[src/rtl/stack_cpu_controller.sv]
// Multicycle control unit for the 8-bit stack computer: sequences fetch, decode
// and execute, and Moore-decodes every datapath and operand-stack strobe from the state.
module stack_cpu_controller #(
  parameter int OPW    = 3,
  parameter int STATEW = 4
) (
  input  logic              clk,
  input  logic              rst,
  input  logic [OPW-1:0]    opcode,
  input  logic              zero,
  output logic              mem_read,
  output logic              mem_write,
  output logic              i_or_d,
  output logic              ir_write,
  output logic              mdr_load,
  output logic              pc_ld,
  output logic              pc_src,
  output logic              push,
  output logic              pop,
  output logic              tos,
  output logic              stack_src,
  output logic              a_load,
  output logic              b_load,
  output logic [1:0]        alu_op,
  output logic              instr_done,
  output logic [STATEW-1:0] state
);

  typedef enum logic [3:0] {
    S_FETCH    = 4'd0,
    S_DECODE   = 4'd1,
    S_POP_A    = 4'd2,
    S_LOAD_A   = 4'd3,
    S_LOAD_B   = 4'd4,
    S_ALU_PUSH = 4'd5,
    S_PUSH_RD  = 4'd6,
    S_PUSH_WR  = 4'd7,
    S_POP_ST   = 4'd8,
    S_POP_WR   = 4'd9,
    S_JMP      = 4'd10,
    S_JZ       = 4'd11
  } state_t;

  localparam logic [OPW-1:0] OP_NOT  = OPW'(3);
  localparam logic [OPW-1:0] OP_PUSH = OPW'(4);
  localparam logic [OPW-1:0] OP_POP  = OPW'(5);
  localparam logic [OPW-1:0] OP_JMP  = OPW'(6);
  localparam logic [OPW-1:0] OP_JZ   = OPW'(7);

  state_t r_state;
  state_t w_next;
  logic   w_is_alu;
  logic   w_binary;

  // ADD/SUB/AND/NOT share the opcode half with bit 2 clear; NOT is the only unary one.
  assign w_is_alu = (opcode[OPW-1] == 1'b0);
  assign w_binary = w_is_alu && (opcode != OP_NOT);

  // NOTE: sequential state uses non-blocking assignments so every flop samples
  // pre-edge values; blocking here would create order-dependent simulation races.
  always_ff @(posedge clk or posedge rst) begin
    if (rst) r_state <= S_FETCH;
    else     r_state <= w_next;
  end

  always_comb begin
    w_next = S_FETCH;
    unique case (r_state)
      S_FETCH:   w_next = S_DECODE;
      S_DECODE: begin
        if (w_is_alu)              w_next = S_POP_A;
        else if (opcode == OP_PUSH) w_next = S_PUSH_RD;
        else if (opcode == OP_POP)  w_next = S_POP_ST;
        else if (opcode == OP_JMP)  w_next = S_JMP;
        else                        w_next = S_JZ;
      end
      S_POP_A:   w_next = S_LOAD_A;
      S_LOAD_A:  w_next = (opcode == OP_NOT) ? S_ALU_PUSH : S_LOAD_B;
      S_LOAD_B:  w_next = S_ALU_PUSH;
      S_PUSH_RD: w_next = S_PUSH_WR;
      S_POP_ST:  w_next = S_POP_WR;
      default:   w_next = S_FETCH;
    endcase
  end

  // NOTE: every output gets a default before the case so no path leaves one
  // unassigned; that is what keeps this block free of inferred latches.
  always_comb begin
    mem_read   = 1'b0;
    mem_write  = 1'b0;
    i_or_d     = 1'b0;
    ir_write   = 1'b0;
    mdr_load   = 1'b0;
    pc_ld      = 1'b0;
    pc_src     = 1'b0;
    push       = 1'b0;
    pop        = 1'b0;
    tos        = 1'b0;
    stack_src  = 1'b0;
    a_load     = 1'b0;
    b_load     = 1'b0;
    alu_op     = 2'b00;
    instr_done = 1'b0;
    if (!rst) begin
      unique case (r_state)
        S_FETCH: begin
          mem_read = 1'b1;
          ir_write = 1'b1;
          pc_ld    = 1'b1;
        end
        S_DECODE: tos = 1'b1;
        S_POP_A:  pop = 1'b1;
        S_LOAD_A: begin
          a_load = 1'b1;
          pop    = w_binary;
        end
        S_LOAD_B: b_load = 1'b1;
        S_ALU_PUSH: begin
          push       = 1'b1;
          stack_src  = 1'b1;
          alu_op     = opcode[1:0];
          instr_done = 1'b1;
        end
        S_PUSH_RD: begin
          mem_read = 1'b1;
          i_or_d   = 1'b1;
          mdr_load = 1'b1;
        end
        S_PUSH_WR: begin
          push       = 1'b1;
          instr_done = 1'b1;
        end
        S_POP_ST: pop = 1'b1;
        S_POP_WR: begin
          mem_write  = 1'b1;
          i_or_d     = 1'b1;
          instr_done = 1'b1;
        end
        S_JMP: begin
          pc_ld      = 1'b1;
          pc_src     = 1'b1;
          instr_done = 1'b1;
        end
        S_JZ: begin
          pc_ld      = zero;
          pc_src     = 1'b1;
          instr_done = 1'b1;
        end
        default: ;
      endcase
    end
  end

  assign state = rst ? '0 : STATEW'(r_state);

endmodule

[config.mk]
export PLATFORM = sky130hd
export DESIGN_NAME = stack_cpu_controller
export DESIGN_NICKNAME = d
export VERILOG_FILES = /design/src/rtl/stack_cpu_controller.sv
export SDC_FILE = /design/constraint.sdc
export NUM_CORES = 1
export LEC_CHECK = 0
export BUFFER_PORTS_ARGS = -buffer_cell sky130_fd_sc_hd__buf_4
export CAP_MARGIN = 0
export CORE_AREA = 2 2 39 41
export CTS_CLUSTER_DIAMETER = 50
export DETAILED_ROUTE_END_ITERATION = 16
export DIE_AREA = 0 0 41 43
export HOLD_SLACK_MARGIN = 0.15
export PLACE_DENSITY_LB_ADDON = 0.12
export SLEW_MARGIN = 5
export SYNTH_ARGS = -nofsm -noshare
export SYNTH_HDL_FRONTEND = slang
export SYNTH_SLANG_ARGS = --single-unit
[constraint.sdc]
create_clock -name clk -period 1.6 [get_ports clk]
set_input_delay 0.16 -clock clk [delete_from_list [all_inputs] [get_ports clk]]
set_output_delay 0.16 -clock clk [all_outputs]
set_load 0.05 [all_outputs]
==> reports/qor.txt, run 1 <==
Outcome -> finished with violations
Violated checks -> negative setup slack
Final antenna-violating net count -> 0
Clock skew -> 0.000164 ns
Synth top area cells -> dfrtp_1 20%, nor2_1 6.8%, and3_1 5.0%
CP startpoint kind -> register
Worst skew pair latency -> 0.23 ns
Largest net degree at the start of global routing -> 14
Synth warn -> 0
Aggregate global routing overflow -> 0
Tmin final -> 1.62 ns
Iter 0 DRT Violations -> 11
Static leakage power -> 0.418 nW
Global-route wire length before repair -> 2110 um
Syn avg cell area -> 7.10 um^2
Setup Slack @ Placement -> 0.160 ns
Vias -> 591
Max_slew headroom -> 78.8%
Max H-tree Level -> 1
Row Count -> 14
Die height -> 43 um
Starting Density -> 35.9%
Die area -> 1760 um^2
Sequential area share after synthesis -> 20.2%
Number of CTS-inserted buffers -> 3
Placer Congestion -> 0.817
Ys async rst share -> 100%
CTS tree -> built
Port buffer count -> 25
Clock Pin Slew Worst Setup and Hold Paths -> 0.04 ns
CP delay by family, top -> buffers and inverters
Syn Inst Count -> 70
Power Total -> 0.00170 W
WP data arrival -> 1.46 ns
RSZ-0062 raised after global routing -> yes
Largest register FFs -> 4
Max Slew Vio Count -> 0
Worst slew pin tran -> 0.315 ns
Top reg by flops -> r_state
First-pass iteration count of the detailed router -> 3
Area after DPL -> 742 um^2
I/O Pins -> 26
Max_cap viols -> 0
DIE WIDTH -> 41 um
Worst vdd rail ir drop -> 0.000939 V
WL/cell -> 12.9 um
Slowest cell on the critical path -> dfrtp_2
Main synth FF type -> dfrtp_1
CP required -> 1.44 ns
DP Wirelength -> 976 um
Synth area leader -> dfrtp_1
Final Hold Fails -> 0
Top post-synthesis cells by count -> 9 x nor2_1, 6 x inv_1, 5 x nand2_1
Hold Slack -> 0.300 ns
Crit path kind -> register to primary output
Vias/cell -> 5.01
Critical path peak fanout -> 5
Critical Path, Cell by Cell -> clkbuf_4 > nand2b_4 > or2_1 > a211oi_2 > buf_6
Clock Tree Buf Depth -> 2
Layout cell share with drive strength beyond 1 -> 59.8%
DRC -> 0
Vias in the first global route -> 499
Routed wl met3 -> 64 um
Regs by FF count -> r_state (4)
WL met2 -> 797 um
GRT Resource Usage Total -> 16.9%
Ant. Diodes -> 0
Initial antenna violation count -> 0
Clock Sinks -> 4
Post-Syn Area -> 497 um^2
Period utilisation layout -> 101%
Post-layout net count -> 110
Buf+Inv Stages, Crit Path -> 2
Worst Setup End Kind -> primary output
Core box area -> 1380 um^2
Worst path max stage delay -> 0.36 ns
Final setup vio count -> 1
Root Buffer -> clkbuf_4
Fmax -> 619 MHz
P&R area growth vs syn -> 77.1%
Post-synth EDFFs -> 0
Power Dens Cells -> 1930 nW/um^2
FILL cells -> 123
Final WS setup -> -0.0153 ns
Hold crit path type -> primary input to register
Final Cell Area -> 880 um^2
Highest Signal Layer -> met3
Netlist cell types -> 31
Routed WL -> 1520 um
Yosys top cell area share -> 20.2%
Top-count cell post-synth -> nor2_1
Syn Nets -> 76
FF+latch count, synth -> 4
Met1 WL -> 656 um
## tightest hold or removal path, cell delays in order
cell and delay [ns]:
buf_4 0.14, o2111ai_1 0.08, a211oi_1 0.10
## cell families after synthesis
kind of cell    count (synthesis)  share of synthesized area [%]
flops                           4                           20.2
simple gates                   40                           49.1
xor+xnor                        2                           3.53
compound gates                 12                           15.1
buf+inv                        12                           12.1
## layout by cell type, fill, tap and decap left out, types with 2 or more instances in the layout
| cell type | instances |
|---|---|
| buf_4 | 25 |
| buf_6 | 8 |
| nor2_2 | 6 |
| nand2_1 | 5 |
| inv_1 | 5 |
| and3_1 | 4 |
| clkbuf_4 | 4 |
| nor2b_2 | 3 |
| a21oi_1 | 3 |
| nor2_1 | 3 |
| dfrtp_2 | 3 |
| a211oi_1 | 2 |
| nand3b_1 | 2 |
| nor3_2 | 2 |
## area by class of cell
| class | instances | area (um^2) | share of cell area (%) |
|---|---|---|---|
| clock buffer | 3 | 22.5 | 2.56 |
| multi-input combinational | 54 | 415 | 47.2 |
| tap | 16 | 20.0 | 2.28 |
| timing repair buffer | 35 | 295 | 33.6 |
| inverter | 6 | 22.5 | 2.56 |
| sequential | 4 | 104 | 11.8 |
## metrics by stage
stage / TNS [ns] / util (%) / cells
finish: -0.0153 / 63.6 / 118
global route: -0.136 / 63.6 / 118
CTS: -0.0661 / 57.1 / 114
detailed placement: 0 / 53.6 / 110
global placement: 0 / 53.6 / 110
floorplan: -0.190 / - / 70
## what timing repair did
| item | in CTS | in global routing |
|---|---|---|
| hold buffers | 1 | 0 |
| setup endpoints to repair | 7 | 10 |
| endpoints found under the hold margin | 4 | 0 |
| setup buffers | 0 | 4 |
| pin swaps | 0 | 0 |
| gates resized for setup | 6 | 20 |
## metal layers
layer,GRT usage (%),up-vias
li1,-,301
met1,26.0,277
met2,23.8,13
met3,0,0
met4,8.00,0
met5,0,-
## power by group
| group | internal, W | leakage (nW) | total (W) | switching (W) |
|---|---|---|---|---|
| Clock | 0.0000839 | 0.0138 | 0.000125 | 0.0000407 |
| Sequential | 0.000153 | 0.0467 | 0.000218 | 0.0000642 |
| Combinational | 0.000538 | 0.358 | 0.00135 | 0.000817 |
| Total | 0.000776 | 0.418 | 0.00170 | 0.000921 |
## worst paths after layout
check	from	end	slack, ns	cells past startpoint
worst max-delay path	r_state[3]	pop	-0.02	5
worst min-delay path	opcode[2]	r_state[3]	0.30	3
worst max register to register	r_state[3]	r_state[3]	0.25	5
worst min register to register	r_state[3]	r_state[1]	0.64	2
max in group asynchronous	rst	r_state[1]	0.99	3
min in group asynchronous	rst	r_state[2]	0.48	3
No activity file was read; power rests on OpenSTA's default activity.
==> run 2: changes to the inputs <==
Settings changed: ABC_AREA from default to 1, BUFFER_PORTS_ARGS -buffer_cell sky130_fd_sc_hd__buf_4 to -buffer_cell sky130_fd_sc_hd__buf_2.
==> reports/qor.txt, run 2 <==
Slowest cell on the critical path -> dfrtp_2
Vias in the first global route -> 422 (-15%)
DP Wirelength -> 950 um (-2.7%)
Port buffer count -> 25 (unchanged)
Max_cap viols -> 0 (unchanged)
Tmin final -> 1.60 ns (-0.0119 ns)
Reg2reg start -> r_state[3]
Power Total -> 0.00149 W (-12%)
Largest register FFs -> 4 (unchanged)
Period utilisation layout -> 100% (-0.75 points)
Hold Slack -> 0.234 ns (-0.0657 ns)
Max Slew Vio Count -> 0 (unchanged)
Final antenna-violating net count -> 0 (unchanged)
Reg2reg end -> r_state[3]
P&R area growth vs syn -> 71.4%
Routed WL -> 1300 um (-15%)
Top post-synthesis cells by count -> 20 x nand2_1, 16 x nor2_1, 7 x inv_1
FILL cells -> 156 (+27%)
Power Dens Cells -> 2020 nW/um^2 (+4.9%)
Ys async rst share -> 100% (unchanged)
Final Hold Fails -> 0 (unchanged)
RSZ-0062 raised after global routing -> yes
Top reg by flops -> r_state
Clock Sinks -> 4 (unchanged)
Multi-input gate area -> 332 um^2 (-20%)
CP startpoint kind -> register
Synth top area cells -> dfrtp_1 23%, nand2_1 17%, nor2_1 14%
Post-synth EDFFs -> 0 (unchanged)
Syn Nets -> 80 (+5.3%)
FF+latch count, synth -> 4 (unchanged)
Buf+Inv Stages, Crit Path -> 2 (unchanged)
Violated checks -> negative setup slack
Syn Inst Count -> 74 (+5.7%)
Largest net degree at the start of global routing -> 12 (-2)
Clock Tree Buf Depth -> 2 (unchanged)
Max H-tree Level -> 1 (unchanged)
Post-Syn Area -> 429 um^2 (-14%)
Global-route wire length before repair -> 1790 um (-15%)
Final setup vio count -> 1 (unchanged)
CTS tree -> built
Vias -> 554 (-6.3%)
Worst vdd rail ir drop -> 0.000974 V (+3.7%)
Setup TNS -> -0.00332 ns (+0.0119 ns)
Syn avg cell area -> 5.80 um^2 (-18%)
Commonest non-fill, non-tap cell in the layout -> nand2_1
Register area -> 105 um^2 (+1.2%)
Starting Density -> 31.0% (-4.9 points)
Hold depth -> 3 (unchanged)
Setup slack, reg-to-reg -> 0.40 ns (+0.15 ns)
Static leakage power -> 0.399 nW (-4.6%)
Top-count cell post-synth -> nand2_1
First-pass iteration count of the detailed router -> 3 (unchanged)
Fmax -> 624 MHz (+0.74%)
Hold crit path type -> primary input to register
Placer Congestion -> 0.824 (+0.88%)
Regs by FF count -> r_state (4)
Sequential area share after synthesis -> 23.3% (+3.2 points)
Row Count -> 14 (unchanged)
CP delay by family, top -> flip-flops
Clock skew -> 0.00252 ns (+0.00236 ns)
GRT Resource Usage Total -> 15.3% (-1.6 points)
Ant. Diodes -> 0 (unchanged)
WL/cell -> 10.7 um (-17%)
Die height -> 43 um (unchanged)
Most frequent cells in the layout -> 16 x nand2_1, 14 x buf_2, 12 x nor2_1
Worst reg-to-reg path cell count -> 5 (unchanged)
Final WS setup -> -0.00332 ns (+0.0119 ns)
I/O Pins -> 26 (unchanged)
Core box area -> 1380 um^2 (unchanged)
DRC -> 0 (unchanged)
Die area -> 1760 um^2 (unchanged)
Critical Path, Cell by Cell -> nor2_4 > buf_4 > nand2_1 > nor2_1 > buf_4
Netlist cell types -> 17 (-45%)
Setup Slack @ Placement -> 0.180 ns (+0.0201 ns)
Most used cell along the critical path -> buf_4
Clock Pin Slew Worst Setup and Hold Paths -> 0.03 ns (about the same)
Hold Crit Start -> opcode[2]
Crit path kind -> register to primary output
Worst Setup End Kind -> primary output
Final core utilization -> 53.2% (-10 points)
Worst Hold End -> r_state[2]
CP required -> 1.44 ns (about the same)
Critical path peak fanout -> 5 (unchanged)
Post-layout net count -> 113 (+2.7%)
Synth warn -> 0 (unchanged)
Layout cell share with drive strength beyond 1 -> 56.2% (-3.6 points)
Vias/cell -> 4.58 (-8.6%)
Number of CTS-inserted buffers -> 3 (unchanged)
Root Buffer -> clkbuf_4
Worst skew pair latency -> 0.24 ns (about the same)
WP data arrival -> 1.44 ns (-0.02 ns)
Iter 0 DRT Violations -> 12 (+1)
DIE WIDTH -> 41 um (unchanged)
Synth area leader -> dfrtp_1
Yosys top cell area share -> 23.3% (+3.2 points)
Main synth FF type -> dfrtp_1
Worst path max stage delay -> 0.47 ns (+0.11 ns)
Initial antenna violation count -> 0 (unchanged)
Aggregate global routing overflow -> 0 (unchanged)
Outcome -> finished with violations
Max_slew headroom -> 83.4% (+4.6 points)
Worst slew pin tran -> 0.250 ns (-0.0653 ns)
[run 2: changes by cell type in the layout (fill, tap and decap cells not counted), moves of 4 or more]
cell,change
and3_1,-4
buf_2,+14
nand2_1,+11
nor2_1,+9
buf_6,-4
buf_4,-16
[run 2: area by class of cell]
| type | count | share of cell area [%] |
|---|---|---|
| sequential | 4 | 14.3 |
| tap | 16 | 2.72 |
| timing repair buffer | 30 | 29.3 |
| multi-input combinational | 57 | 45.1 |
| clock buffer | 3 | 3.06 |
| inverter | 11 | 5.61 |
[run 2: power by group]
part,total [W],internal [W],switching [W]
Sequential,0.000246,0.000156,0.0000897
Clock,0.000126,0.0000839,0.0000421
Combinational,0.00112,0.000351,0.000767
Total,0.00149,0.000591,0.000899
[run 2: how the worst max path moves through the flow]
stage / startpoint / endpoint / slack, ns / depth (start not counted)
floorplan: r_state[1] / b_load / -0.08 / 3
global placement: r_state[3] / pop / 0.16 / 6
detailed placement: r_state[3] / pop / 0.18 / 6
CTS: r_state[0] / alu_op[1] / 0.02 / 5
global route: r_state[3] / pop / -0.06 / 7
finish: r_state[3] / tos / -0.003 / 5
[run 2: worst reg2reg max path, cell delays in order (launching register included)]
cell and delay, ns:
dfrtp_2 0.47, nor2_4 0.19, buf_6 0.12, buf_4 0.09
nand3_1 0.08, o21ai_1 0.15
[run 2: layer usage]
layer  GRT usage, %  routed length [um]  up-vias
met5              0                   0        -
met4           10.0                  24        0
met3           3.14                  48        3
met2           21.3                 637       17
met1           20.5                 586      236
li1               -                   -      298
[run 2: kinds of logic after synthesis]
family | share of synthesized area [%]
AO/OA/AOI/OAI | 8.75
buffers and inverters | 12.0
flip-flops | 23.3
AND/OR/NAND/NOR | 56.0
[run 2: metrics by stage]
stage / cell area (um^2) / cells
6_report: 736 / 121
5_1_grt: 736 / 121
4_1_cts: 658 / 118
3_5_place_dp: 603 / 114
3_3_place_gp: 603 / 114
2_1_floorplan: 460 / 74
[run 2: what timing repair did]
action / CTS / global route
pin swaps: 1 / 1
endpoints found under the hold margin: 4 / 0
setup endpoints to repair: 8 / 15
setup buffers: 0 / 3
resized for setup: 10 / 20
hold buffers: 1 / 0
==> run 3: changes to the inputs <==
==> constraint.sdc (replaced) <==
create_clock -name clk -period 1.6 [get_ports clk]
set_input_delay 0.32 -clock clk [delete_from_list [all_inputs] [get_ports clk]]
set_output_delay 0.32 -clock clk [all_outputs]
set_load 0.05 [all_outputs]
==> reports/qor.txt, run 3 (synthesis gave the netlist of run 2 again) <==
Outcome -> finished with violations
Violated checks -> negative setup slack
Vias/cell -> 4.78 (+4.3%)
Final setup vio count -> 13 (+12)
Power Total -> 0.00198 W (+33%)
Placer Congestion -> 0.724 (-12%)
Clock skew -> 0.00930 ns (+0.00678 ns)
Clock Pin Slew Worst Setup and Hold Paths -> 0.04 ns (about the same)
Int Power -> 0.000878 W (+49%)
Layout cell share with drive strength beyond 1 -> 74.6% (+18 points)
Reg2reg start -> r_state[0]
Die height -> 43 um (unchanged)
Regs by FF count -> r_state (4)
Origin of the worst setup path -> r_state[0]
Setup slack, reg-to-reg -> 0.34 ns (-0.06 ns)
Power Dens Cells -> 1960 nW/um^2 (-3.2%)
Clock Tree Buf Depth -> 2 (unchanged)
Multi-input gate area -> 435 um^2 (+31%)
Max Slew Vio Count -> 0 (unchanged)
Aggregate global routing overflow -> 0 (unchanged)
Top reg by flops -> r_state
Number of CTS-inserted buffers -> 3 (unchanged)
WL/cell -> 12.0 um (+12%)
Worst vdd rail ir drop -> 0.00113 V (+16%)
GRT Resource Usage Total -> 21.2% (+5.9 points)
Critical path peak fanout -> 5 (unchanged)
Comb pwr share -> 80.4% (+5.4 points)
Reg2reg end -> r_state[0]
I/O Pins -> 26 (unchanged)
Critical path depth -> 5 (unchanged)
Tmin final -> 1.72 ns (+0.113 ns)
DP Wirelength -> 1120 um (+18%)
Final core utilization -> 72.9% (+20 points)
CP required -> 1.28 ns (-0.16 ns)
Sequential share of power -> 13.2% (-3.3 points)
Worst path max stage delay -> 0.47 ns (about the same)
Final Hold Fails -> 0 (unchanged)
Port buffer count -> 25 (unchanged)
Final antenna-violating net count -> 0 (unchanged)
Worst slew pin tran -> 0.423 ns (+0.173 ns)
DIE WIDTH -> 41 um (unchanged)
Core box area -> 1380 um^2 (unchanged)
Max_slew headroom -> 71.8% (-12 points)
Buf+Inv Stages, Crit Path -> 2 (unchanged)
Setup Slack @ Placement -> -0.0221 ns (-0.202 ns)
Setup TNS -> -0.861 ns (-0.858 ns)
Net Sw Power -> 0.00110 W (+22%)
Largest net degree at the start of global routing -> 13 (+1)
Fmax -> 583 MHz (-6.6%)
Ant. Diodes -> 0 (unchanged)
Clock Sinks -> 4 (unchanged)
Global-route wire length before repair -> 2570 um (+44%)
Period utilisation layout -> 107% (+7.1 points)
CP delay by family, top -> flip-flops
Clk pwr share -> 6.4% (-2.1 points)
CTS tree -> built
Vias in the first global route -> 598 (+42%)
Post-layout net count -> 126 (+12%)
Initial antenna violation count -> 0 (unchanged)
Crit path kind -> register to primary output
Register area -> 104 um^2 (-1.2%)
Worst reg-to-reg path cell count -> 8 (+3)
Routed WL -> 1610 um (+24%)
Iter 0 DRT Violations -> 10 (-2)
First-pass iteration count of the detailed router -> 4 (+1)
Worst Setup End Kind -> primary output
Worst skew pair latency -> 0.24 ns (about the same)
Sw Share -> 55.6% (-4.7 points)
Die area -> 1760 um^2 (unchanged)
Hold crit path type -> primary input to async pin
Most frequent cells in the layout -> 16 x buf_6, 16 x buf_4, 12 x nand2_1
Max_cap viols -> 0 (unchanged)
WP data arrival -> 1.40 ns (-0.04 ns)
Largest register FFs -> 4 (unchanged)
FILL cells -> 105 (-33%)
Slowest cell on the critical path -> dfrtp_2
Max H-tree Level -> 1 (unchanged)
Hold Buf Count CTS -> 0 (-1)
CP startpoint kind -> register
Static leakage power -> 0.512 nW (+28%)
Hold Slack -> 0.343 ns (+0.109 ns)
Vias -> 640 (+16%)
RSZ-0062 raised after global routing -> yes
Final WS setup -> -0.117 ns (-0.113 ns)
Row Count -> 14 (unchanged)
Starting Density -> 31.0% (unchanged)
Critical Path, Cell by Cell -> inv_2 > nor2_4 > nand2_4 > nor3b_4 > buf_6
P&R area growth vs syn -> 135%
Root Buffer -> clkbuf_4
DRC -> 0 (unchanged)
## run 3: layout make-up
| cell class | instances | share of cell area, % |
|---|---|---|
| multi-input cells | 57 | 43.2 |
| repair buffers | 43 | 38.2 |
| flip-flops and latches | 4 | 10.3 |
| inverters | 11 | 4.09 |
| clock buffers | 3 | 2.23 |
| well taps | 16 | 1.99 |
## run 3: metrics by stage
stage,std cells,instance area (um^2)
final,134,1010
after CTS,132,925
after global placement,124,716
after floorplan,74,498
after detailed placement,124,716
after global routing,134,1010
## run 3: power by group through the flow
stage	sequential, W	clock, W	combinational, W
detailed placement	0.000223	0	0.00112
CTS	0.000246	0.000131	0.00144
global route	0.000267	0.000144	0.00170
global placement	0.000220	0	0.00111
floorplan	0.000216	0	0.000792
finish	0.000262	0.000126	0.00159
## run 3: how the worst max path moves through the flow
stage	end	slack, ns
global placement	i_or_d	0.007
floorplan	b_load	-0.24
finish	alu_op[1]	-0.12
CTS	pop	-0.08
detailed placement	alu_op[1]	-0.02
global route	alu_op[1]	-0.16
## run 3: worst reg2reg max path, delay by kind of cell, from the launching register on
| family | cells | cell delay [ns] |
|---|---|---|
| AND/OR/NAND/NOR | 5 | 0.41 |
| flip-flops | 1 | 0.47 |
| buffers and inverters | 3 | 0.32 |
## run 3: what timing repair did
action,4_1_cts,5_1_grt
endpoints found under the setup margin,16,17
pin swaps,4,5
buffers inserted,5,2
resized for setup,47,18
## run 3: routing by layer
layer	GRT usage (%)	up-vias	share of wire, %
li1	-	324	-
met1	26.6	297	41
met2	33.4	19	55
met3	5.24	0	3.7
met4	8.00	0	0
met5	0	-	0
